<file path="src/rtl/regfile_mp.sv">
// Parametrised multi-read-port register file with optional hardwired zero entry,
// write-first bypass and a sequential clear engine that runs after reset or on request.
module regfile_mp #(
    parameter int DATA_W   = 32,
    parameter int ADDR_W   = 5,
    parameter int NUM_RD   = 2,
    parameter int ZERO_REG = 1
) (
    input  logic                     clk,
    input  logic                     reset,
    input  logic                     clear_req,
    output logic                     busy,
    input  logic                     rd_req,
    input  logic [NUM_RD*ADDR_W-1:0] rd_addr,
    output logic [NUM_RD*DATA_W-1:0] rd_data,
    output logic                     rd_valid,
    input  logic                     wr_en,
    input  logic [ADDR_W-1:0]        wr_addr,
    input  logic [DATA_W-1:0]        wr_data,
    output logic                     wr_done
);

    localparam int DEPTH = 2 ** ADDR_W;

    typedef enum logic {
        CLEAR,
        RUN
    } state_t;

    state_t                   state;
    logic [ADDR_W-1:0]        clr_ptr;
    logic [DATA_W-1:0]        regs [DEPTH];
    logic [NUM_RD*DATA_W-1:0] rd_next;
    logic [ADDR_W-1:0]        lane_addr;
    logic                     wr_lands;

    assign busy = (state == CLEAR);

    // wr_done still pulses for a discarded write to the zero entry; only the array update is suppressed.
    always_comb begin
        wr_lands = wr_en && !((ZERO_REG != 0) && (wr_addr == '0));
    end

    always_comb begin
        rd_next   = '0;
        lane_addr = '0;
        for (int unsigned i = 0; i < NUM_RD; i++) begin
            lane_addr = rd_addr[i*ADDR_W +: ADDR_W];
            if ((ZERO_REG != 0) && (lane_addr == '0))
                rd_next[i*DATA_W +: DATA_W] = '0;
            else if (wr_en && (wr_addr == lane_addr))
                rd_next[i*DATA_W +: DATA_W] = wr_data;
            else
                rd_next[i*DATA_W +: DATA_W] = regs[lane_addr];
        end
    end

    always_ff @(posedge clk) begin
        if (!reset) begin
            state    <= CLEAR;
            clr_ptr  <= '0;
            rd_data  <= '0;
            rd_valid <= 1'b0;
            wr_done  <= 1'b0;
        end else begin
            case (state)
                CLEAR: begin
                    regs[clr_ptr] <= '0;
                    clr_ptr       <= clr_ptr + 1'b1;
                    rd_valid      <= 1'b0;
                    wr_done       <= 1'b0;
                    if (clr_ptr == '1)
                        state <= RUN;
                end
                RUN: begin
                    if (clear_req) begin
                        state    <= CLEAR;
                        clr_ptr  <= '0;
                        rd_valid <= 1'b0;
                        wr_done  <= 1'b0;
                    end else begin
                        if (wr_lands)
                            regs[wr_addr] <= wr_data;
                        wr_done  <= wr_en;
                        rd_valid <= rd_req;
                        if (rd_req)
                            rd_data <= rd_next;
                    end
                end
                default: begin
                    state   <= CLEAR;
                    clr_ptr <= '0;
                end
            endcase
        end
    end

endmodule
</file>
<file path="config.mk">
export PLATFORM = sky130hd
export DESIGN_NAME = regfile_mp
export DESIGN_NICKNAME = d
export VERILOG_FILES = /design/src/rtl/regfile_mp.sv
export SDC_FILE = /design/constraint.sdc
export NUM_CORES = 1
export LEC_CHECK = 0
export CAP_MARGIN = 0
export CORE_ASPECT_RATIO = 2
export CORE_MARGIN = 5
export CORE_UTILIZATION = 29
export CTS_BUF_LIST = sky130_fd_sc_hd__clkbuf_8
export DETAILED_ROUTE_END_ITERATION = 12
export HOLD_SLACK_MARGIN = 0.03
export MAX_ROUTING_LAYER = met4
export SKIP_CTS_REPAIR_TIMING = 1
export SLEW_MARGIN = 20
export SYNTH_ARGS = -nofsm -noshare
export SYNTH_HDL_FRONTEND = slang
export SYNTH_SLANG_ARGS = --single-unit
</file>
<file path="constraint.sdc">
create_clock -name clk -period 9.7 [get_ports clk]
set_input_delay 0.97 -clock clk [delete_from_list [all_inputs] [get_ports clk]]
set_output_delay 0.97 -clock clk [all_outputs]
set_load 0.1 [all_outputs]
</file>
==> run metrics, run 1 <==
GR Overflow Total 0; number of unique standard cell types used by synthesis 47; min-delay worst type flip-flop to flip-flop; Worst Clk Skew 0.0358 ns; maximum number of pins on one net before global-route repair approximately 100; startpoint types input port; TritonCTS Sinks 1096; die height about 600 um; count of pins on the block boundary about 120; Crit Path Max Fanout 18; Slew Limit Fails 0; post-synthesis sequential element count approximately 1100; largest family of logic cells by synthesized area multiplexers; HPWL after DPL 92900 um; Static Leakage between 20 and 25 nW; clock-pin transition on the worst setup and hold timing paths roughly 0.070 ns; combinational group share of total power 5.8%; largest area contributor in the synthesized netlist edfxtp_1; final hold violation count 0; Post-Route Hold Slack just under 0.5 ns; post-route setup slack ~5.4 ns; Syn Area/Cell around 19 um2; fmax 231 MHz; Core Footprint between 150000 and 200000 um2; arrival time at the worst endpoint between 4 and 5 ns; relative contribution of the clock network to total power between 30% and 40%; Cell Rows roughly 220; share of the yosys chip area belonging to registers a little under two thirds; proportion of synthesized area in mux cells between 20% and 30%; final total negative setup slack 0 ns; WP data required between 10 and 15 ns; simple logic cell fraction of the synthesized area 3.60%; power density of the placed cells 158 nW/um2; # nets final between 2000 and 3000; Tmin final about 4.3 ns; cell type group with the largest total delay on the critical path simple AND/OR/NAND/NOR gates; initial antenna violation count 6; Switching Fraction 23.2%; post-synth design cell area ~51000 um2; Tightest Pin Transition between 1 and 1.5 ns; count of buffers inserted at the top-level ports 118; final core occ approximately 33%; global-route wire length before repair ~210000 um; Mapped Cells approximately 2600; area of the die 183000 um2; detailed-route via count about 28000; CP max-delay cell nor2_4; clock network latency to the later pin of the worst-skew pair 0.84 ns; leading cell types by total area after synthesis edfxtp_1 (61%), mux4_2 (23%), mux2i_1 (3.8%), dfxtp_1 (2.9%), a22oi_1 (1.8%); count of routing violations after the opening detailed-route iteration between 2000 and 3000; final routed DRC violation total 0; Global Route Usage Sum around 17%; maximum ir drop on the vdd rail 80.7 uV; FFs w/ async S/R, synth 0%; area share of fa/ha/maj cells after synthesis less than 1%; fraction of post-synthesis cell area in the top cell type by area between 60% and 70%; Max Cap Viol 0; most used flip-flop cell after synthesis edfxtp_1; kind of critical path input port to flip-flop; CTS tree built; Critical Path End Type flip-flop; share of final-layout standard cells stronger than drive strength 1 29.8%; clock root buffer master clkbuf_8; number of buffer and inverter instances along the worst setup path 2; count of TritonRoute iterations in the first routing pass 5; count of antenna-violating nets left after detailed routing 0; Avg Vias per Cell 5.36; switching power of the nets roughly 0.0021 W; post-route clock period utilization between 40 and 50%; Place WS between 4 and 5 ns; status finished, final reports clean; routed wirelength normalized by instance count 29.3 um; critical-path cell list clkdlybuf4s50_1 -> and4b_1 -> nand2_1 -> a22oi_1 -> nand2_1 -> nor2_4 -> buf_4; Finish-stage setup viols 0; Int Pwr roughly 0.0069 W; area added between synthesis and finish 13.1%; initial standard-cell utilization of the core between 20% and 30%; Critical Path Max Stage Delay about 0.8 ns; normalized max-slew margin between 20 and 30%; synthesized netlist net count around 2700; yosys synthesis warning count 0; Bufs on Longest Clock Path 4; detailed-route wire length roughly 150000 um; RSZ-0062 raised after global routing false; final weighted congestion in routability-driven placement about 0.80; sequential share of power around 57%; fraction of the mapped netlist area in compound gates under 10%; Num CTS Buffers 153; sum of internal, switching and leakage power around 0.009 W; die width between 300 and 400 um; Post-Synth XOR/XNOR Area 0.173%; via count of the first global-routing pass between 30000 and 40000; H-tree level count 4; crit-path most repeated cell nand2_1; Post-synth EDFFs roughly 1000
registers in the layout (all words and copies together) (netlist names):
register / count
regs: 1024
rd_data: 64
clr_ptr: 5
rd_valid: 1
state: 1
wr_done: 1
synth_stat cells, types with 2 or more instances:
cell and count:
a21oi_1 6, and2_1 36, a22oi_2 6, nand3_1 65, buf_1 6, nand2b_1 66
o21ai_1 2, nor3_2 2, o21ai_0 3, and4b_1 2, inv_1 6, ha_1 2
a22oi_1 123, o32ai_1 2, buf_4 14, xor2_1 8, nor2b_1 4, a32oi_1 64
nor3_1 4, nor4_1 2, and3b_1 2, xnor2_1 2, buf_2 82, clkbuf_1 74
nand2_1 140, a31oi_2 2, or4_1 2, mux2i_1 192, edfxtp_1 1024, nor2_1 39
dfxtp_1 72, mux4_2 512, buf_6 31, a31oi_1 3
placed cells by master (no fill, tap or decap), drive strengths merged, types with 3 or more instances in the layout:
cell type | synthesis | final
edfxtp | 1024 | 1024
mux4 | 512 | 512
mux2i | 192 | 192
clkbuf | 74 | 158
nand2 | 140 | 140
a22oi | 129 | 129
clkdlybuf4s50 | 0 | 112
buf | 133 | 86
dfxtp | 72 | 72
nand2b | 66 | 66
nand3 | 65 | 65
a32oi | 64 | 64
clkinv | 0 | 55
inv | 6 | 43
nor2 | 39 | 39
and2 | 36 | 36
xor2 | 8 | 8
a21oi | 7 | 7
diode | 0 | 6
nor3 | 6 | 6
a31oi | 6 | 6
o21ai | 6 | 6
nor2b | 4 | 4
bufinv | 0 | 4
or4 | 3 | 3
power groups by stage:
stage | combinational [W] | sequential [W] | clock (W)
after floorplan | 0.000356 | 0.00523 | 0
after global placement | 0.000534 | 0.00523 | 0
after detailed placement | 0.000534 | 0.00523 | 0
after CTS | 0.000535 | 0.00513 | 0.00346
after global routing | 0.000554 | 0.00512 | 0.00364
final | 0.000527 | 0.00513 | 0.00337
layout make-up:
type | instances | area [um2]
fill | 16400 | 116000
sequential | 1096 | 32200
multi-input combinational | 1304 | 17500
tap | 2289 | 2860
clock buffer | 158 | 2170
timing repair buffer | 198 | 1880
clock inverter | 97 | 498
inverter | 6 | 22.5
antenna | 6 | 15.0
logic make-up (layout without fill, tap and decap cells):
logic type	after synthesis	count (layout)
AO/OA/AOI/OAI	218	218
other	0	6
XOR/XNOR	10	10
flip-flops	1096	1096
AND/OR/NAND/NOR	370	370
multiplexers	704	704
buffers and inverters	213	459
adder cells (fa/ha/maj)	2	2
tightest hold or removal path: cells and delay by family (launching register included):
kind | cells | cell delay (ns)
AOI/OAI and AO/OA | 1 | 0.08
and+or+nand+nor | 1 | 0.06
DFF | 1 | 0.33
worst paths after layout:
check / start / end / slack, ns / cells after the start
setup reg to reg: state / regs[4][19] / 5.82 / 6
hold / removal: rd_data[59] / rd_data[59] / 0.49 / 2
setup / recovery: wr_en / regs[4][19] / 5.38 / 7
hold reg to reg: rd_data[59] / rd_data[59] / 0.49 / 2
per-layer routing:
| layer | routed length (um) | part of all wire, % | global-route usage (%) | up-vias |
|---|---|---|---|---|
| met1 | 51800 | 34 | 17.5 | 14700 |
| li1 | - | - | - | 11400 |
| met3 | 9220 | 6.1 | 2.86 | 382 |
| met4 | 7960 | 5.3 | 7.80 | 0 |
| met2 | 82000 | 54 | 30.1 | 1073 |
| met5 | 0 | 0 | - | - |
through the flow:
| step | cells | instance area (um2) |
|---|---|---|
| global route | 5154 | 57100 |
| finish | 5154 | 57100 |
| floorplan | 2613 | 50500 |
| CTS | 5147 | 57100 |
| global placement | 4892 | 54400 |
| detailed placement | 4892 | 54400 |
No activity file was read; power rests on OpenSTA's default activity.
==> inputs of run 2 (changes only) <==
- clock period: 9.7 -> 4.36 ns (I/O delays scaled with it)
==> run 2 against run 1 <==
- clock power grew 130%
- combinational power grew 130%
- sequential share of layout area shrank 1.0 points
- critical path depth shrank 1
- hold slack lost 0.23 ns
- utilization grew 0.60 points
- design area grew 1.8%
- global-route usage grew 0.76 points
- setup slack lost 4.3 ns
- critical endpoint is now regs[25][23]
==> run metrics, run 2 (synthesized netlist as in run 1, its figures left out) <==
Global Route Usage Sum 17.3% (+0.76 points); clock-pin transition on the worst setup and hold timing paths 0.07 ns (about the same); switching power of the nets 0.00474 W (+130%); global-route wire length before repair 223000 um (+3.9%); maximum number of pins on one net before global-route repair 82 (-21%); top register by number of flip-flops regs; # nets final 2896 (+3.0%); die height 600 um (unchanged); Tmin final roughly 3.3 ns; Int Pwr 0.0156 W (+130%); startpoint types flip-flop; power density of the placed cells 350 nW/um2 (+120%); area of the die 183000 um2 (unchanged); detailed-route wire length 158000 um (+4.9%); share of final-layout standard cells stronger than drive strength 1 31.7% (+1.9 points); fmax 304 MHz; TritonCTS Sinks 1096 (unchanged); final weighted congestion in routability-driven placement 0.832 (+3.4%); routed wirelength normalized by instance count 30.2 um (+3.1%); Critical Path End Type flip-flop; final routed DRC violation total 0 (unchanged); leading cell type in the layout, fill and taps excluded edfxtp_1; arrival time at the worst endpoint 3.77 ns (-1.03 ns); RSZ-0062 raised after global routing false; area occupied by registers 32200 um2 (unchanged); placement-stage cell area 55400 um2 (+1.8%); WP data required 4.84 ns (-5.33 ns); number of flip-flops in the largest register 1024 (unchanged); post-route clock period utilization between 70% and 80%; clock root buffer master clkbuf_8; Cell Rows 216 (unchanged); Worst Clk Skew 0.0745 ns (+0.0387 ns); Switching Fraction 23.3% (+0.13 points); Fillers 16400 (-0.073%); CTS tree built; kind of critical path flip-flop to flip-flop; detailed-route via count 28100 (+1.7%); Final Instance Area 58200 um2 (+1.8%); post-layout instance count excluding filler cells 5243 (+1.7%); Static Leakage 20.7 nW (+3.0%); count of pins on the block boundary 119 (unchanged); Crit Path Max Fanout 23 (+5); Slew Limit Fails 0 (unchanged); area of the multi-input gates 17500 um2 (about the same); status finished, final reports clean; largest registers regs: 1024 flops, rd_data: 64 flops, clr_ptr: 5 flops; H-tree level count 4 (unchanged); final total negative setup slack 0 ns (unchanged); count of buffers inserted at the top-level ports 118 (unchanged); Avg Vias per Cell 5.36 (about the same); Cell Count Post-Placement 4975 (+1.7%); min-delay worst type input port to flip-flop; clock network latency to the later pin of the worst-skew pair 0.86 ns (+0.02 ns); initial antenna violation count 7 (+1); count of TritonRoute iterations in the first routing pass 5 (unchanged); die width 305 um (unchanged); Finish-stage setup viols 0 (unchanged); GR Overflow Total 0 (unchanged); Bufs on Longest Clock Path 4 (unchanged); final hold violation count 0 (unchanged); maximum ir drop on the vdd rail 192 uV (+140%); area added between synthesis and finish 15.1%; Max Cap Viol 0 (unchanged); Num CTS Buffers 154 (+0.65%); count of routing violations after the opening detailed-route iteration 2501 (-4.5%); normalized max-slew margin 25.2% (-1.7 points); via count of the first global-routing pass 30600 (+1.8%); Tightest Pin Transition 1.12 ns (+0.0252 ns); initial standard-cell utilization of the core 29.2% (unchanged); Core Footprint 173000 um2 (unchanged); HPWL after DPL 104000 um (+11%); count of antenna-violating nets left after detailed routing 0 (unchanged); combinational group share of total power 6.0% (+0.2 points); leading cell types in the layout, fill and taps excluded edfxtp_1 (1024), mux4_2 (512), mux2i_1 (192); relative contribution of the clock network to total power 37.9% (+0.5 points); sequential share of power 56.1% (-0.7 points)
[run 2: cell types whose count changed in the layout (fill, tap and decap cells not counted), sizes merged]
cell      before  now
diode          6    7
clkbuf       158  169
clkinv        55   47
bufinv         4    3
inv           43   45
buf           86  168
clkinvlp       1    3
[run 2: layout make-up]
type                    count  area share (%)
repair buffers            280            4.84
multi-input cells        1304            30.0
flip-flops and latches   1096            55.4
well taps                2289            4.92
clock buffers             169            4.00
inverters                   6          0.0387
clock inverters            92           0.787
diodes                      7          0.0301
[run 2: stage by stage]
step	hold slack [ns]	util, %	setup slack (ns)	total power (W)
after floorplan	0.478	-	0.175	0.0124
after global placement	0.475	32.0	0.501	0.0129
after detailed placement	0.478	32.0	0.486	0.0129
after CTS	0.187	33.6	1.04	0.0206
after global routing	0.276	33.6	0.928	0.0210
final	0.262	33.6	1.07	0.0203
[run 2: metal layers]
| metal | track usage, % | share of wire [%] | up-vias |
|---|---|---|---|
| met5 | - | 0 | - |
| met4 | 7.69 | 4.9 | 0 |
| met3 | 2.53 | 5.8 | 331 |
| met2 | 32.1 | 55 | 1131 |
| met1 | 18.3 | 34 | 15000 |
| li1 | - | - | 11600 |
[run 2: path summary, 6_finish.rpt]
path	startpoint	end	slack (ns)	depth (start not counted)
worst min register to register	rd_data[47]	rd_data[47]	0.49	2
worst max register to register	state	regs[25][23]	1.07	6
worst min-delay path	wr_data[4]	rd_data[36]	0.26	3
worst max-delay path	state	regs[25][23]	1.07	6
[run 2: worst max-delay path, cell delays in order (launching register included)]
cell	delay (ns)
dfxtp_1	0.53
and4b_1	0.44
o21a_2	0.50
nor3b_1	0.13
a31oi_2	0.88
nor2_4	0.06
buf_4	0.33
[run 2: power groups by stage]
stage / Combinational (W) / Clock (W) / Sequential, W
detailed placement: 0.00124 / 0 / 0.0116
global placement: 0.00124 / 0 / 0.0116
CTS: 0.00124 / 0.00793 / 0.0114
floorplan: 0.000792 / 0 / 0.0116
global route: 0.00128 / 0.00832 / 0.0114
finish: 0.00122 / 0.00772 / 0.0114
